### src/rtl/piso_serializer_if.sv
`default_nettype none
// ============================================================================
//  Module   : piso_serializer_if
//  Purpose  : Word handshake between the word source and the PISO serializer
//             (parallel data with valid/ready).
//  Revision : 1.0 - initial release
// ============================================================================
interface piso_serializer_if #(
  parameter int WIDTH = 512
);
  logic [WIDTH-1:0] data_in;
  logic             data_valid;
  logic             data_ready;

  // Word source side
  modport master (
    output data_in,
    output data_valid,
    input  data_ready
  );

  // Serializer side
  modport slave (
    input  data_in,
    input  data_valid,
    output data_ready
  );
endinterface
`default_nettype wire

### src/rtl/piso_serializer.sv
`default_nettype none
// ============================================================================
//  Module   : piso_serializer
//  Purpose  : Parallel-in / serial-out transmitter. Takes one WIDTH-bit word
//             over valid/ready, shifts it out MSB first (one bit per clk) with
//             a frame qualifier, then emits a one-cycle load strobe so the
//             downstream SIPO captures the word.
//  Revision : 1.0 - initial release
// ============================================================================
module piso_serializer #(
  parameter int WIDTH = 512,
  parameter int CNT_W = $clog2(WIDTH)
) (
  input  wire logic         clk,
  input  wire logic         reset_n,
  piso_serializer_if.slave  src_if,
  output logic              o_shift_out,
  output logic              o_frame,
  output logic              o_load_out,
  output logic              o_busy
);

  typedef enum logic [1:0] {
    S_IDLE  = 2'd0,
    S_SHIFT = 2'd1,
    S_LOAD  = 2'd2
  } state_t;

  // Index of the final bit of a word within the bit counter
  localparam logic [CNT_W-1:0] C_LAST = CNT_W'(WIDTH - 1);

  state_t           r_state;
  state_t           w_state_nxt;
  logic [WIDTH-1:0] r_shreg;
  logic [CNT_W-1:0] r_cnt;
  logic             w_ready;
  logic             w_accept;
  logic             w_last;

  assign w_last            = (r_cnt == C_LAST);
  assign w_accept          = src_if.data_valid && w_ready;
  assign src_if.data_ready = w_ready;

  // The serial bit is the MSB of the shift register. Zeros are shifted in
  // behind the word, so once all bits have left (LOAD, IDLE, after reset)
  // the line sits at 0 without extra gating.
  assign o_shift_out = r_shreg[WIDTH-1];

  // State register
  always_ff @(posedge clk) begin
    if (!reset_n) begin
      r_state <= S_IDLE;
    end else begin
      r_state <= w_state_nxt;
    end
  end

  // Next-state decode and state-derived outputs
  always_comb begin
    w_state_nxt = r_state;
    w_ready     = 1'b0;
    o_frame     = 1'b0;
    o_load_out  = 1'b0;
    o_busy      = 1'b0;
    case (r_state)
      S_IDLE: begin
        w_ready = 1'b1;
        if (src_if.data_valid) begin
          w_state_nxt = S_SHIFT;
        end
      end
      S_SHIFT: begin
        o_frame = 1'b1;
        o_busy  = 1'b1;
        if (w_last) begin
          w_state_nxt = S_LOAD;
        end
      end
      S_LOAD: begin
        // Ready during the strobe so a held valid goes straight into the
        // next word with no idle gap.
        w_ready    = 1'b1;
        o_load_out = 1'b1;
        o_busy     = 1'b1;
        w_state_nxt = src_if.data_valid ? S_SHIFT : S_IDLE;
      end
      default: begin
        w_state_nxt = S_IDLE;
      end
    endcase
  end

  // Shift register and bit counter: load on accept, shift while in SHIFT
  always_ff @(posedge clk) begin
    if (!reset_n) begin
      r_shreg <= '0;
      r_cnt   <= '0;
    end else if (w_accept) begin
      r_shreg <= src_if.data_in;
      r_cnt   <= '0;
    end else if (r_state == S_SHIFT) begin
      r_shreg <= {r_shreg[WIDTH-2:0], 1'b0};
      if (!w_last) begin
        r_cnt <= r_cnt + CNT_W'(1);
      end
    end
  end

endmodule
`default_nettype wire
### src/flat_wrapper.sv
// flat-port wrapper written by rule: the top's interface ports become plain ports
module piso_serializer_flat 
#(
  parameter int WIDTH = 512,
  parameter int CNT_W = $clog2(WIDTH)
)
  (clk, reset_n, o_shift_out, o_frame, o_load_out, o_busy, src_if_data_in, src_if_data_valid, src_if_data_ready);
  piso_serializer_if #(.WIDTH(WIDTH)) src_if_i ();
  input  wire logic clk;
  input  wire logic reset_n;
  output logic o_shift_out;
  output logic o_frame;
  output logic o_load_out;
  output logic o_busy;
  input wire logic [$bits(src_if_i.data_in)-1:0] src_if_data_in;
  input wire logic [$bits(src_if_i.data_valid)-1:0] src_if_data_valid;
  output wire logic [$bits(src_if_i.data_ready)-1:0] src_if_data_ready;
  assign src_if_i.data_in = src_if_data_in;
  assign src_if_i.data_valid = src_if_data_valid;
  assign src_if_data_ready = src_if_i.data_ready;
  piso_serializer #(.WIDTH(WIDTH), .CNT_W(CNT_W)) u_core (.clk(clk), .reset_n(reset_n), .src_if(src_if_i), .o_shift_out(o_shift_out), .o_frame(o_frame), .o_load_out(o_load_out), .o_busy(o_busy));
endmodule
### config.mk
export PLATFORM = sky130hd
export DESIGN_NAME = piso_serializer_flat
export DESIGN_NICKNAME = d
export VERILOG_FILES = /design/src/rtl/piso_serializer_if.sv /design/src/rtl/piso_serializer.sv /design/src/flat_wrapper.sv
export SDC_FILE = /design/constraint.sdc
export NUM_CORES = 1
export LEC_CHECK = 0
export CORE_ASPECT_RATIO = 2
export CORE_MARGIN = 2
export CORE_UTILIZATION = 45
export CTS_CLUSTER_SIZE = 40
export DETAILED_ROUTE_END_ITERATION = 16
export GPL_TIMING_DRIVEN = 0
export PLACE_DENSITY = 0.78
export SYNTH_ARGS = -nofsm -noshare
export SYNTH_HDL_FRONTEND = slang
export SYNTH_SLANG_ARGS = --single-unit
### constraint.sdc
create_clock -name clk -period 1.8 [get_ports clk]
set_clock_uncertainty 0.2 [all_clocks]
set_input_delay 0.36 -clock clk [delete_from_list [all_inputs] [get_ports clk]]
set_output_delay 0.36 -clock clk [all_outputs]
set_load 0.05 [all_outputs]
==> results of run 1 <==
## cell type report
class	instances	area, µm²	share of cell area
Sequential cell	523	10480	0.2851
Tap cell	676	845.8	0.02300
Clock buffer	73	1448	0.03937
Multi-Input combinational cell	1587	12790	0.3479
Timing Repair Buffer	665	8346	0.2269
Antenna cell	37	92.59	0.002518
Inverter	3	18.77	0.0005104
Buffer	222	2590	0.07043
Clock inverter	12	155.1	0.004219
## registers in the layout (all words and copies together), names as in the netlist
| name | flops |
|---|---|
| u_core.r_shreg | 512 |
| u_core.r_state | 2 |
| u_core.r_cnt | 9 |
## path summary, 6_finish.rpt
kind	startpoint	endpoint	slack (ns)
worst min register to register	u_core.r_cnt[7]	u_core.r_cnt[7]	0.30
worst min-delay path	reset_n	u_core.r_shreg[496]	0.12
worst max-delay path	u_core.r_state[1]	src_if_data_ready	-0.35
worst max register to register	u_core.r_state[0]	u_core.r_shreg[117]	-0.34
## layout by cell type, fill, tap and decap left out, drive strengths merged
cell type and instances:
a21boi 1, ha 6, o31ai 2, bufinv 3
or3 3, buf 278, nand2 517, clkinvlp 2
dfxtp 523, nand3b 1, diode 37, nor2 3
nand4 1, o211a 511, or2 1, or4 3
inv 4, xor2 1, bufbuf 14, clkinv 6
nand3 3, nor2b 4, clkbuf 155, nand2b 2
o21ai 6, clkdlybuf4s50 513, mux2i 512, nand4b 1
xnor2 1, a21oi 8
## critical path: stages, from the launching register on
cell and delay, ns:
dfxtp_4 0.39, inv_6 0.05, ha_4 0.17, or2_4 0.24, buf_8 0.15
## per-layer routing
layer  share of wire  GRT usage  vias to the layer above
met5          0.0019          0                        -
met3           0.069    0.07479                      246
li1                -          -                     9989
met4           0.057     0.1678                       24
met1            0.34     0.2489                    10190
met2            0.53     0.5151                      728
## cell families after synthesis
group / after synthesis
and+or+nand+nor: 539
AOI/OAI and AO/OA: 528
DFF: 523
muxes: 512
buffers and inverters: 231
adders and majority gates: 6
xor gates and xnor gates: 2
## timing repair
| action | CTS | global route |
|---|---|---|
| gates cloned | 76 | 15 |
| buffers inserted | 56 | 20 |
| pin swaps | 180 | 126 |
| setup endpoints to repair | 527 | 527 |
| gates resized for setup | 404 | 128 |
## where the power goes
group | switching [mW] | internal (mW)
sequential | 0.635 | 12.7
clock | 4.55 | 5.98
combinational | 3.12 | 4.67
total | 8.31 | 23.3
==> results.md, run 1 <==
| Item | This run | Unit |
|---|---|---|
| Instance count of the mapped netlist | 2341 | - |
| Drt via density | 5.576 | - |
| Arrival time of data at the critical path endpoint | 1.59 | ns |
| Number of placed instances with taps included | 3535 | - |
| Launching element type of the critical path | flop | - |
| Number of distinct library cells after synthesis | 31 | - |
| Placed wire-length estimate after detailed placement | 54.40 | mm |
| Area of the core region | 0.05420 | mm² |
| Share of the synthesized area in compound gates (AO/OA/AOI/OAI) | 0.2125 | - |
| Worst-Skew Late Latency | 0.59 | ns |
| Measured slew at the worst slew-check pin | 0.7658 | ns |
| Number of inserted filler cells in the final layout | 3915 | - |
| Power Dens Cells | 860.0 | mW/mm² |
| Post-synth net total | 2862 | - |
| Combined area of all synthesized cells | 0.02456 | mm² |
| Non-filler cells, final | 3798 | - |
| Biggest area contributors in the synthesized netlist | dfxtp_1 43%, mux2i_1 21%, o211a_1 21%, nand2_1 7.9%, buf_8 2.4% | - |
| Area share of the largest cell type after synthesis | 0.4264 | - |
| Antenna-violating nets left | 0 | - |
| Post-Synth Adder-Cell Area | 0.003057 | - |
| Final-report max-slew violation count | 0 | - |
| Max Clock Freq | 464.4 | MHz |
| Routed wire length | 81.88 | mm |
| Violated checks | negative setup slack | - |
| Final setup TNS | -111.77 | ns |
| Min cycle time layout | 2.153 | ns |
| Most repeated cell in the gate-level netlist after synthesis | dfxtp_1 | - |
| Worst slack after detailed placement | -0.7005 | ns |
| IO buf count | 518 | - |
| Design Area, Final | 0.03677 | mm² |
| Number of levels the H-tree was split into | 2 | - |
| Min setup slack post-route | -0.3531 | ns |
| Reg2reg path depth | 10 | - |
| Overflow left after global routing | 0 | - |
| Max_slew headroom | 0.4894 | - |
| Unrepaired setup endpoints after global routing | yes | - |
| Status | complete, but fails checks | - |
| Number of placement rows | 121 | - |
| Maximum ir drop on the vdd rail | 0.0008662 | V |
| Worst-case clock buffer depth | 3 | - |
| Cells on Worst Hold Path | 2 | - |
| Number of buffers created by CTS | 48 | - |
| Share of the yosys chip area belonging to registers | 0.4264 | - |
| Net total in the final layout | 3571 | - |
| Residual DRC count | 0 | - |
| Clock edge transition at the registers on the reported setup and hold paths | 0.07 | ns |
| Leading register cell type out of synthesis | dfxtp_1 | - |
| Area enclosed by the die boundary | 0.05657 | mm² |
| Multiplexer fraction of the synthesized cell area | 0.2087 | - |
| Ratio of cells with drive above 1 in the final layout | 0.1468 | - |
| End-of-flow core utilization | 0.6785 | - |
| Largest fanout of any net on the critical path | 3 | - |
| Largest net degree at the start of global routing | 15 | - |
| Simple-gate share of the synthesized area | 0.08448 | - |
| Required time reported for the critical path endpoint | 1.24 | ns |
| Leakage | 18.30 | nW |
| TritonCTS clock tree | built | - |
| First-pass GRT wire length | 120.0 | mm |
| Final worst path period share | 1.196 | - |
| Count of flip-flops with a built-in enable after synthesis | 0 | - |
| Cell chosen for the clock root | clkbuf_16 | - |
| Average footprint of a synthesized cell | 10.49 | µm² |
| Vias in the first global route | 22.43k | - |
| Count of TritonRoute iterations in the first routing pass | 5 | - |
| TritonCTS sink count | 523 | - |
| DRC marker count from the first detailed-route iteration | 897 | - |
| Number of primary I/O pins | 520 | - |
| Maximum Capacitance Violations | 0 | - |
| Chip Height | 334.4 | µm |
| P&R area growth vs syn | 49.75 | % |
| Overall Global Routing Usage | 0.2706 | - |
| Final Total Pwr | 31.62 | mW |
| Dominant combinational cell family by area after synthesis | compound AO/OA/AOI/OAI gates | - |
| Cts-stage hold buffer count | 0 | - |
| Synthesized-area fraction occupied by xor and xnor cells | 0.0007133 | - |
| Yosys warns | 0 | - |
| Final setup violation count | 526 | - |
| Count of final hold-check violations | 0 | - |
| Fraction of registers with async set/reset | 0 | - |
| Class of the most critical hold timing path | input port to flop | - |
| Hold slack | 0.1193 | ns |
| Kind of critical path | flop to output pin | - |
| Cell type with the highest aggregate area in the netlist | dfxtp_1 | - |
| Die Width | 169.2 | µm |
| Via total after detailed routing | 21.18k | - |
| Seq cells post-synth | 523 | - |
| Number of antenna violations at the first check in global routing | 48 | - |
| Crit path capture type | output pin | - |
| Routability-driven placement congestion ratio | 0.8314 | - |
| Most numerous cell types in the synthesized netlist | 523 x dfxtp_1, 517 x nand2_1, 512 x mux2i_1, 511 x o211a_1, 100 x buf_2 | - |
| Initial standard-cell utilization of the core | 0.4531 | - |
| Dpl cell area | 0.03064 | mm² |
| Routed WL per cell | 21.56 | µm |
(Power assumes the default switching activity.)
==> run 2, diff against run 1 <==
--- a/config.mk
+++ b/config.mk
@@ -5,13 +5,15 @@
 export SDC_FILE = /design/constraint.sdc
 export NUM_CORES = 1
 export LEC_CHECK = 0
+export ABC_AREA = 1
 export CORE_ASPECT_RATIO = 2
 export CORE_MARGIN = 2
 export CORE_UTILIZATION = 45
+export CTS_CLUSTER_DIAMETER = 100
 export CTS_CLUSTER_SIZE = 40
 export DETAILED_ROUTE_END_ITERATION = 16
 export GPL_TIMING_DRIVEN = 0
-export PLACE_DENSITY = 0.78
+export PLACE_DENSITY = 0.77
 export SYNTH_ARGS = -nofsm -noshare
 export SYNTH_HDL_FRONTEND = slang
 export SYNTH_SLANG_ARGS = --single-unit
==> run 2 against run 1 <==
Compared with the run above:
- the run still ends with negative setup slack left
- hold slack better by 0.0050 ns
- cell area is 9.4% lower
- wire length is 3.3% lower
- sequential share of layout area is 3.0 points higher
- largest power group unchanged
==> results.md, run 2 <==
| Item | This run | Unit |
|---|---|---|
| Seq cells post-synth | 523 | - |
| Number of buffers created by CTS | 17 | - |
| Most numerous cell types in the synthesized netlist | 1042 x nand2_1, 746 x o21ai_0, 526 x inv_1, 523 x dfxtp_1, 517 x nor2_1 | - |
| Combined area of all synthesized cells | 0.02528 | mm² |
| Crit path capture type | output pin | - |
| Multi-input gate area in the final layout | 0.01143 | mm² |
| Ratio of cells with drive above 1 in the final layout | 0.07295 | - |
| Drt via density | 4.925 | - |
| Launching element type of the critical path | flop | - |
| Worst-case clock buffer depth | 3 | - |
| Post-synth net total | 4471 | - |
| Count of final hold-check violations | 0 | - |
| Net total in the final layout | 5031 | - |
| Required time reported for the critical path endpoint | 1.24 | ns |
| Combined flip-flop and latch cell area | 0.01048 | mm² |
| Antenna-violating nets left | 0 | - |
| DRC marker count from the first detailed-route iteration | 1512 | - |
| Initial standard-cell utilization of the core | 0.4562 | - |
| Fraction of registers with async set/reset | 0 | - |
| Largest register by flop count | u_core.r_shreg | - |
| P&R area growth vs syn | 31.77 | % |
| Number of antenna violations at the first check in global routing | 23 | - |
| Cell type with the highest aggregate area in the netlist | dfxtp_1 | - |
| Maximum Capacitance Violations | 0 | - |
| Residual DRC count | 0 | - |
| Dpl cell area | 0.03150 | mm² |
| Number of levels the H-tree was split into | 1 | - |
| Min cycle time layout | 2.066 | ns |
| Area of the core region | 0.05541 | mm² |
| Most repeated cell in the gate-level netlist after synthesis | nand2_1 | - |
| Die Width | 171.6 | µm |
| Class of the most critical hold timing path | input port to flop | - |
| Share of the yosys chip area belonging to registers | 0.4142 | - |
| Instance count of the mapped netlist | 3950 | - |
| Leading register cell type out of synthesis | dfxtp_1 | - |
| Overflow left after global routing | 0 | - |
| Number of primary I/O pins | 520 | - |
| Max Clock Freq | 484.0 | MHz |
| IO buf count | 518 | - |
| Status | complete, but fails checks | - |
| Violated checks | negative setup slack | - |
| Final worst path period share | 1.148 | - |
| Vias in the first global route | 25.04k | - |
| Routed wire length | 79.20 | mm |
| Maximum ir drop on the vdd rail | 0.0006736 | V |
| Design Area, Final | 0.03331 | mm² |
| Number of inserted filler cells in the final layout | 5245 | - |
| Largest net degree at the start of global routing | 42 | - |
| Max FFs per register | 512 | - |
| First-pass GRT wire length | 121.5 | mm |
| Worst-Skew Late Latency | 0.58 | ns |
| Count of flip-flops with a built-in enable after synthesis | 0 | - |
| Kind of critical path | flop to output pin | - |
| TritonCTS sink count | 523 | - |
| Clock edge transition at the registers on the reported setup and hold paths | 0.15 | ns |
| Leakage | 16.67 | nW |
| Power Dens Cells | 1020 | mW/mm² |
| Area share of the largest cell type after synthesis | 0.4142 | - |
| Routability-driven placement congestion ratio | 0.8796 | - |
| Final-report max-slew violation count | 0 | - |
| Number of distinct library cells after synthesis | 24 | - |
| Worst slack after detailed placement | -0.5522 | ns |
| Placed wire-length estimate after detailed placement | 59.44 | mm |
| Commonest cells after routing, fill and taps aside | 1034 x nand2_1, 582 x o21ai_0, 521 x inv_1, 518 x dfxtp_1 | - |
| Overall Global Routing Usage | 0.2572 | - |
| Count of TritonRoute iterations in the first routing pass | 5 | - |
| Largest fanout of any net on the critical path | 3 | - |
| Arrival time of data at the critical path endpoint | 1.51 | ns |
| Measured slew at the worst slew-check pin | 0.5702 | ns |
| Final Total Pwr | 33.98 | mW |
| Cell chosen for the clock root | clkbuf_16 | - |
| Chip Height | 339.2 | µm |
| Final setup violation count | 517 | - |
| Average footprint of a synthesized cell | 6.399 | µm² |
| Routed WL per cell | 15.03 | µm |
| Yosys warns | 0 | - |
| Biggest area contributors in the synthesized netlist | dfxtp_1 41%, nand2_1 15%, o21ai_0 15%, inv_1 7.8%, nor2_1 7.7% | - |
| Area enclosed by the die boundary | 0.05820 | mm² |
| Max_slew headroom | 0.6199 | - |
| Cells on Worst Hold Path | 3 | - |
| Via total after detailed routing | 25.95k | - |
| Reg2reg path depth | 10 | - |
| Min setup slack post-route | -0.2662 | ns |
| Regs by FF count | u_core.r_shreg x512, u_core.r_cnt x9, u_core.r_state x2 | - |
| Number of placement rows | 122 | - |
| Leading cell type in the layout, fill and taps excluded | nand2_1 | - |
| Unrepaired setup endpoints after global routing | yes | - |
| TritonCTS clock tree | built | - |
## run 2: kinds of logic (layout without fill, tap and decap cells)
family,after synthesis,after routing,synth area share
AO/OA/AOI/OAI,1036,1036,0.2052
flip-flops,523,523,0.4142
AND/OR/NAND/NOR,1572,1572,0.2349
adder cells (fa/ha/maj),6,6,0.002970
buffers and inverters,812,1372,0.1424
XOR/XNOR,1,1,0.0003465
other,0,14,0
## run 2: cell type report
type / instances / share of cell area
buffer: 283 / 0.07156
clock inverter: 1 / 0.0009015
multi-input combinational: 2615 / 0.3433
antenna: 14 / 0.001052
sequential: 523 / 0.3147
inverter: 529 / 0.06014
timing repair buffer: 541 / 0.1676
clock buffer: 18 / 0.01288
tap: 744 / 0.02795
## run 2: routing by layer
metal | part of all wire | track usage | vias up
li1 | - | - | 13330
met1 | 0.38 | 0.2766 | 11690
met2 | 0.51 | 0.4771 | 742
met3 | 0.061 | 0.04885 | 166
met4 | 0.045 | 0.1153 | 18
met5 | 0.0015 | 0 | -
## run 2: timing repair
| item | 4_1_cts | 5_1_grt |
|---|---|---|
| pin swaps | 3 | 36 |
| hold endpoints to repair | 1 | 0 |
| gates resized for setup | 315 | 227 |
| setup endpoints to repair | 528 | 527 |
| setup buffers | 6 | 6 |
| gates cloned | 1 | 9 |
| hold buffers | 1 | 0 |
## run 2: final timing paths
| kind | end | slack [ns] | from |
|---|---|---|---|
| hold / removal | u_core.r_shreg[0] | 0.12 | src_if_data_in[0] |
| hold reg to reg | u_core.r_shreg[495] | 0.27 | u_core.r_shreg[495] |
| setup / recovery | src_if_data_ready | -0.27 | u_core.r_state[1] |
| setup reg to reg | u_core.r_shreg[442] | -0.20 | u_core.r_state[1] |
## run 2: through the flow
| step | utilization | hold slack [ns] | cells | setup TNS, ns |
|---|---|---|---|---|
| 2_1_floorplan | - | 0.2370 | 3950 | -8.782 |
| 3_3_place_gp | 0.5684 | 0.2464 | 5212 | -224.54 |
| 3_5_place_dp | 0.5684 | 0.2524 | 5212 | -232.63 |
| 4_1_cts | 0.5886 | 0.09730 | 5239 | -51.79 |
| 5_1_grt | 0.6011 | 0.1413 | 5267 | -103.03 |
| 6_report | 0.6011 | 0.1243 | 5268 | -62.16 |
## run 2: worst max-delay path, stage by stage, from the launching register on
cell and delay (ns):
dfxtp_4 0.42, inv_4 0.06, ha_4 0.17, inv_4 0.07
nand2_8 0.06, buf_12 0.15
## run 2: report_power, final
group	switching (mW)	leakage, nW	internal [mW]
clock	3.64	0.222	1.77
sequential	1.14	4.33	13.9
combinational	7.57	12.1	5.93
total	12.4	16.7	21.6
